--- src/rtl/me_frame_scheduler.sv ---
// Frame-level sequencer for the hexagon-search motion-estimation engine: walks 16x16
// macroblocks in raster order, runs the engine start/done handshake, queues results in a FWFT FIFO.
module me_frame_scheduler #(
  parameter int unsigned WIDTH      = 352,
  parameter int unsigned HEIGHT     = 240,
  parameter int unsigned FIFO_DEPTH = 4,
  parameter int unsigned IDX_W      = 9
) (
  input  logic             clk,
  input  logic             rst_n,
  input  logic             frame_go,
  input  logic             abort,
  input  logic [31:0]      frame_start_addr,
  input  logic [31:0]      ref_start_addr,
  output logic             me_start,
  output logic [31:0]      me_mb_x,
  output logic [31:0]      me_mb_y,
  output logic [31:0]      me_frame_addr,
  output logic [31:0]      me_ref_addr,
  input  logic             me_done,
  input  logic [5:0]       me_mv_x,
  input  logic [5:0]       me_mv_y,
  input  logic [15:0]      me_sad,
  output logic             res_valid,
  input  logic             res_ready,
  output logic [IDX_W-1:0] res_mb_idx,
  output logic [5:0]       res_mv_x,
  output logic [5:0]       res_mv_y,
  output logic [15:0]      res_sad,
  output logic             busy,
  output logic             frame_done,
  output logic [IDX_W-1:0] mb_count
);

  localparam int unsigned PtrW = (FIFO_DEPTH > 1) ? $clog2(FIFO_DEPTH) : 1;
  localparam int unsigned CntW = $clog2(FIFO_DEPTH) + 1;
  localparam int unsigned EntW = IDX_W + 28;
  localparam logic [31:0] LastX = 32'(WIDTH - 16);
  localparam logic [31:0] LastY = 32'(HEIGHT - 16);

  localparam logic [2:0] StIdle    = 3'd0;
  localparam logic [2:0] StIssue   = 3'd1;
  localparam logic [2:0] StRelease = 3'd2;
  localparam logic [2:0] StFinish  = 3'd3;
  localparam logic [2:0] StDrain   = 3'd4;

  logic [2:0]       state_q, state_d;
  logic             me_start_q, me_start_d;
  logic [31:0]      mb_x_q, mb_x_d, mb_y_q, mb_y_d;
  logic [31:0]      frame_addr_q, frame_addr_d, ref_addr_q, ref_addr_d;
  logic [IDX_W-1:0] mb_idx_q, mb_idx_d, mb_count_q, mb_count_d;
  logic             rel_wait_q, rel_wait_d;
  logic             frame_done_q, frame_done_d;

  logic [EntW-1:0]  mem_q [FIFO_DEPTH];
  logic [PtrW-1:0]  wr_ptr_q, rd_ptr_q;
  logic [CntW-1:0]  count_q;
  logic             push, pop, fifo_full, fifo_empty;
  logic [EntW-1:0]  head;

  assign fifo_full  = (count_q == CntW'(FIFO_DEPTH));
  assign fifo_empty = (count_q == '0);
  // Push uses registered full only; a same-cycle pop does not make room.
  assign pop        = !fifo_empty && res_ready;

  always_comb begin
    state_d      = state_q;
    me_start_d   = me_start_q;
    mb_x_d       = mb_x_q;
    mb_y_d       = mb_y_q;
    frame_addr_d = frame_addr_q;
    ref_addr_d   = ref_addr_q;
    mb_idx_d     = mb_idx_q;
    mb_count_d   = mb_count_q;
    rel_wait_d   = rel_wait_q;
    frame_done_d = 1'b0;
    push         = 1'b0;
    if (state_q != StIdle && state_q != StDrain && abort) begin
      // Abort wins over any push or completion this cycle.
      me_start_d = 1'b0;
      state_d    = StDrain;
    end else begin
      case (state_q)
        StIdle: begin
          if (frame_go) begin
            frame_addr_d = frame_start_addr;
            ref_addr_d   = ref_start_addr;
            mb_x_d       = '0;
            mb_y_d       = '0;
            mb_idx_d     = '0;
            mb_count_d   = '0;
            me_start_d   = 1'b1;
            state_d      = StIssue;
          end
        end
        StIssue: begin
          if (me_done && !fifo_full) begin
            push       = 1'b1;
            me_start_d = 1'b0;
            mb_count_d = mb_count_q + 1'b1;
            rel_wait_d = 1'b1;
            state_d    = StRelease;
          end
        end
        StRelease: begin
          // First RELEASE cycle is unconditional so me_start stays low at least two cycles.
          if (rel_wait_q) begin
            rel_wait_d = 1'b0;
          end else if (!me_done) begin
            if (mb_x_q == LastX && mb_y_q == LastY) begin
              state_d = StFinish;
            end else begin
              if (mb_x_q == LastX) begin
                mb_x_d = '0;
                mb_y_d = mb_y_q + 32'd16;
              end else begin
                mb_x_d = mb_x_q + 32'd16;
              end
              mb_idx_d   = mb_idx_q + 1'b1;
              me_start_d = 1'b1;
              state_d    = StIssue;
            end
          end
        end
        StFinish: begin
          if (fifo_empty) begin
            frame_done_d = 1'b1;
            state_d      = StIdle;
          end
        end
        StDrain: begin
          if (!me_done) state_d = StIdle;
        end
        default: state_d = StIdle;
      endcase
    end
  end

  always_ff @(posedge clk or negedge rst_n) begin
    if (!rst_n) begin
      state_q      <= StIdle;
      me_start_q   <= 1'b0;
      mb_x_q       <= '0;
      mb_y_q       <= '0;
      frame_addr_q <= '0;
      ref_addr_q   <= '0;
      mb_idx_q     <= '0;
      mb_count_q   <= '0;
      rel_wait_q   <= 1'b0;
      frame_done_q <= 1'b0;
    end else begin
      state_q      <= state_d;
      me_start_q   <= me_start_d;
      mb_x_q       <= mb_x_d;
      mb_y_q       <= mb_y_d;
      frame_addr_q <= frame_addr_d;
      ref_addr_q   <= ref_addr_d;
      mb_idx_q     <= mb_idx_d;
      mb_count_q   <= mb_count_d;
      rel_wait_q   <= rel_wait_d;
      frame_done_q <= frame_done_d;
    end
  end

  always_ff @(posedge clk or negedge rst_n) begin
    if (!rst_n) begin
      for (int i = 0; i < int'(FIFO_DEPTH); i++) mem_q[i] <= '0;
      wr_ptr_q <= '0;
      rd_ptr_q <= '0;
      count_q  <= '0;
    end else begin
      if (push) begin
        mem_q[wr_ptr_q] <= {mb_idx_q, me_mv_x, me_mv_y, me_sad};
        wr_ptr_q        <= wr_ptr_q + 1'b1;
      end
      if (pop) rd_ptr_q <= rd_ptr_q + 1'b1;
      case ({push, pop})
        2'b10:   count_q <= count_q + 1'b1;
        2'b01:   count_q <= count_q - 1'b1;
        default: count_q <= count_q;
      endcase
    end
  end

  assign head          = mem_q[rd_ptr_q];
  assign res_valid     = !fifo_empty;
  assign res_mb_idx    = head[EntW-1 -: IDX_W];
  assign res_mv_x      = head[27:22];
  assign res_mv_y      = head[21:16];
  assign res_sad       = head[15:0];
  assign me_start      = me_start_q;
  assign me_mb_x       = mb_x_q;
  assign me_mb_y       = mb_y_q;
  assign me_frame_addr = frame_addr_q;
  assign me_ref_addr   = ref_addr_q;
  assign busy          = (state_q != StIdle);
  assign frame_done    = frame_done_q;
  assign mb_count      = mb_count_q;

endmodule

--- config.mk ---
export PLATFORM = sky130hd
export DESIGN_NAME = me_frame_scheduler
export DESIGN_NICKNAME = d
export VERILOG_FILES = /design/src/rtl/me_frame_scheduler.sv
export SDC_FILE = /design/constraint.sdc
export NUM_CORES = 1
export LEC_CHECK = 0
export ABC_AREA = 1
export CAP_MARGIN = 10
export CORE_ASPECT_RATIO = 0.9
export CORE_MARGIN = 10
export CORE_UTILIZATION = 52
export DETAILED_ROUTE_END_ITERATION = 10
export PLACE_DENSITY = 0.85
export RECOVER_POWER = 25
export SLEW_MARGIN = 30
export SYNTH_ARGS = -nofsm -noshare
export SYNTH_HDL_FRONTEND = slang
export SYNTH_SLANG_ARGS = --single-unit
--- constraint.sdc ---
create_clock -name clk -period 2.6 [get_ports clk]
set_input_delay 0.52 -clock clk [delete_from_list [all_inputs] [get_ports clk]]
set_output_delay 0.52 -clock clk [all_outputs]
set_load 0.01 [all_outputs]
==> results_dict.tcl <==
set metrics [dict create \
    start_kind "flip-flop" \
    route.detailed.drc 0 \
    finalPower_mw 19.0 \
    hold_viol 0 \
    path_max_fanout 31 \
    cts_tree "built" \
    num_rows 57 \
    ant_nets 0 \
    multi_input_area_mm2 0.00610 \
    end_kind "output pin" \
    crit_slowest_cell "dfrtp_2" \
    power_leakage_nw 8.78 \
    wl_mm 43.4 \
    dp_slack_ns 0.125 \
    critPathRequiredTime_ns 2.08 \
    setup_tns_ns 0 \
    dr.first_iter.drc_count 1137 \
    crit_family "buffers and inverters" \
    netlist_instances 1869 \
    synth_area_per_cell_um2 7.73 \
    initial_core_util_pct 53.1 \
    nFillCells 2174 \
    grt_max_degree 75 \
    dieWidth_um 196 \
    setup_slack_ns 0.0709 \
    skew_ns 0.00929 \
    core-area_mm2 0.0272 \
    yosys_register_bits 299 \
    clk_path_buf_depth 3 \
    power_density_mw_per_mm2 1020 \
    clk_pin_slew_worst_paths_ns 0.06 \
    antenna_found_initial 1 \
    gr-usage-all-layers_pct 24.4 \
    clock_sinks 299 \
    crit_arrival_ns 2.01 \
    slew_headroom_pct 10.5 \
    io_buffers 267 \
    place_congestion 0.957 \
    path_buf_inv 3 \
    min_period_over_period_pct 97.3 \
    drive_above_1_share_pct 5.33 \
    seq_area_mm2 0.00748 \
    yosysUniqueCellTypes 36 \
    tightest_slew_ns 1.34 \
    viasPerCell 5.37 \
    cts-root-buf "clkbuf_16" \
    grt_pass1_vias 13299 \
    die_area_mm2 0.0348 \
    grt_pass1_wl_mm 70.2 \
    die_height_um 178 \
    vias 13405 \
    min_path_type "flip-flop to flip-flop" \
    synth_area_mm2 0.0144 \
    crit_type "flip-flop to output pin" \
    placedCellCount 2435 \
    firstDrtPassIters 5 \
    ys_warn_count 0 \
    insertion_delay_ns 0.57 \
    dp_hpwl_mm 30.2 \
    crit_chain "inv_4, buf_12, o21ai_0, o22ai_1, dlygate4sd2_1" \
    numCtsBuffers 31 \
    fmax_mhz 395 \
    status "completed" \
    maxCapViolations 0 \
    setup_violations 0 \
    rsz0062_at_grt "no" \
    critPathMaxStageDelay_ns 0.45 \
    maxSlewViolCount 0 \
    cts_htree_levels 1 \
    nNetsFinal 2226 \
    final_cell_mix "nand2_1 (634), dfrtp_1 (298), clkdlybuf4s50_1 (229), nor2_1 (222), o21ai_0 (214)" \
    period_needed_ns 2.53 \
    final_cells 2495 \
    grt_overflow 0 \
    wl_per_cell_um 17.4 \
    io_pins 276 \
    yosysSeqAreaShare_pct 51.8 \
    max-vdd-ir-drop_v 0.000850 \
    post-route-util_pct 68.6 \
    syn2layout_area_growth_pct 29.1 \
    final_common_cell "nand2_1" \
]
## power by group
group          switching (mW)  total, mW  leakage [nW]  internal (mW)
combinational            4.27       7.37          4.31           3.09
clock                    1.88       4.77         0.539           2.89
sequential              0.856       6.88          3.94           6.03
## routing by layer
layer	global-route usage, %	share of wire [%]
met1	29.8	40
met2	39.0	46
met3	9.91	12
met4	7.25	2.8
met5	0	0
## registers in the layout (all words and copies together) (netlist names)
name and count:
count_q 3, me_ref_addr 32, mb_count 9, mb_idx_q 9
state_q 3, wr_ptr_q 2, me_frame_addr 32, mem_q 148
frame_done 1, me_start 1, me_mb_y 28, rd_ptr_q 2
me_mb_x 28, rel_wait_q 1
## final timing paths
| path | startpoint | end | slack, ns | cells past startpoint |
|---|---|---|---|---|
| max in group asynchronous | rst_n | me_mb_y[29]$_DFFE_PN0P_ | 0.57 | 3 |
| setup / recovery | rd_ptr_q[0]$_DFFE_PN0P_ | res_mv_x[4] | 0.07 | 5 |
| min in group asynchronous | rst_n | mem_q[36]$_DFFE_PN0P_ | 0.80 | 2 |
| setup reg to reg | me_mb_x[23]$_DFFE_PN0P_ | me_mb_y[10]$_DFFE_PN0P_ | 0.24 | 8 |
| hold / removal | mem_q[61]$_DFFE_PN0P_ | mem_q[61]$_DFFE_PN0P_ | 0.48 | 2 |
| hold reg to reg | mem_q[61]$_DFFE_PN0P_ | mem_q[61]$_DFFE_PN0P_ | 0.48 | 2 |
## logic make-up after synthesis
| group | synth area share [%] |
|---|---|
| AND/OR/NAND/NOR | 27.1 |
| AO/OA/AOI/OAI | 11.7 |
| flip-flops | 51.8 |
| buffers and inverters | 6.26 |
| XOR/XNOR | 1.94 |
| adder cells (fa/ha/maj) | 1.09 |
| other | 0.0260 |
| multiplexers | 0.0780 |
## worst register-to-register path: stages (launching register included)
cell,delay (ns)
dfrtp_1,0.46
nor2_1,0.25
nand2_1,0.08
nor2_1,0.18
nand2_1,0.12
o21ai_1,0.31
nand3_2,0.54
nand2_1,0.22
nand2_1,0.08
## per-stage QoR
| stage | cell area, µm² | hold slack (ns) |
|---|---|---|
| after global placement | 17500 | 0.461 |
| after detailed placement | 17500 | 0.467 |
| after global routing | 18700 | 0.494 |
| after floorplan | 14500 | 0.224 |
| after CTS | 18700 | 0.462 |
| final | 18700 | 0.480 |
## final cells by class
| class | count | share of cell area, % |
|---|---|---|
| well taps | 354 | 2.37 |
| clock buffers | 43 | 4.78 |
| repair buffers | 304 | 16.4 |
| flip-flops and latches | 299 | 40.1 |
| multi-input cells | 1363 | 32.7 |
| inverters | 117 | 2.37 |
| clock inverters | 14 | 1.17 |
| diodes | 1 | 0.0134 |
## synth_stat cells, drive strengths merged
library cell	n	area share, %
nand2	641	17
dfrtp	299	52
o21ai	272	9.5
nor2	224	5.9
inv	116	3.0
nand3	83	2.9
buf	50	2.0
clkbuf	47	1.2
o22ai	37	1.6
xor2	19	1.2
xnor2	13	0.79
nand4	12	0.52
nor3	12	0.42
ha	11	0.95
a21oi	6	0.21
or2	6	0.26
a21o	5	0.26
nand3b	3	0.16
and2	2	0.087
nor3b	2	0.10
o211ai	2	0.10
a21boi	1	0.052
clkinv	1	0.026
conb	1	0.026
fa	1	0.14
mux2	1	0.078
nor4	1	0.043
o21a	1	0.052
## timing repair
action / CTS / global route
hold buffers: 1 / 0
setup endpoints to repair: 37 / 1
pin swaps: 1 / 0
gates cloned: 1 / 0
endpoints found under the hold margin: 46 / 0
resized for setup: 45 / 2
buffers inserted: 0 / 0
No activity file was read; power rests on OpenSTA's default activity.
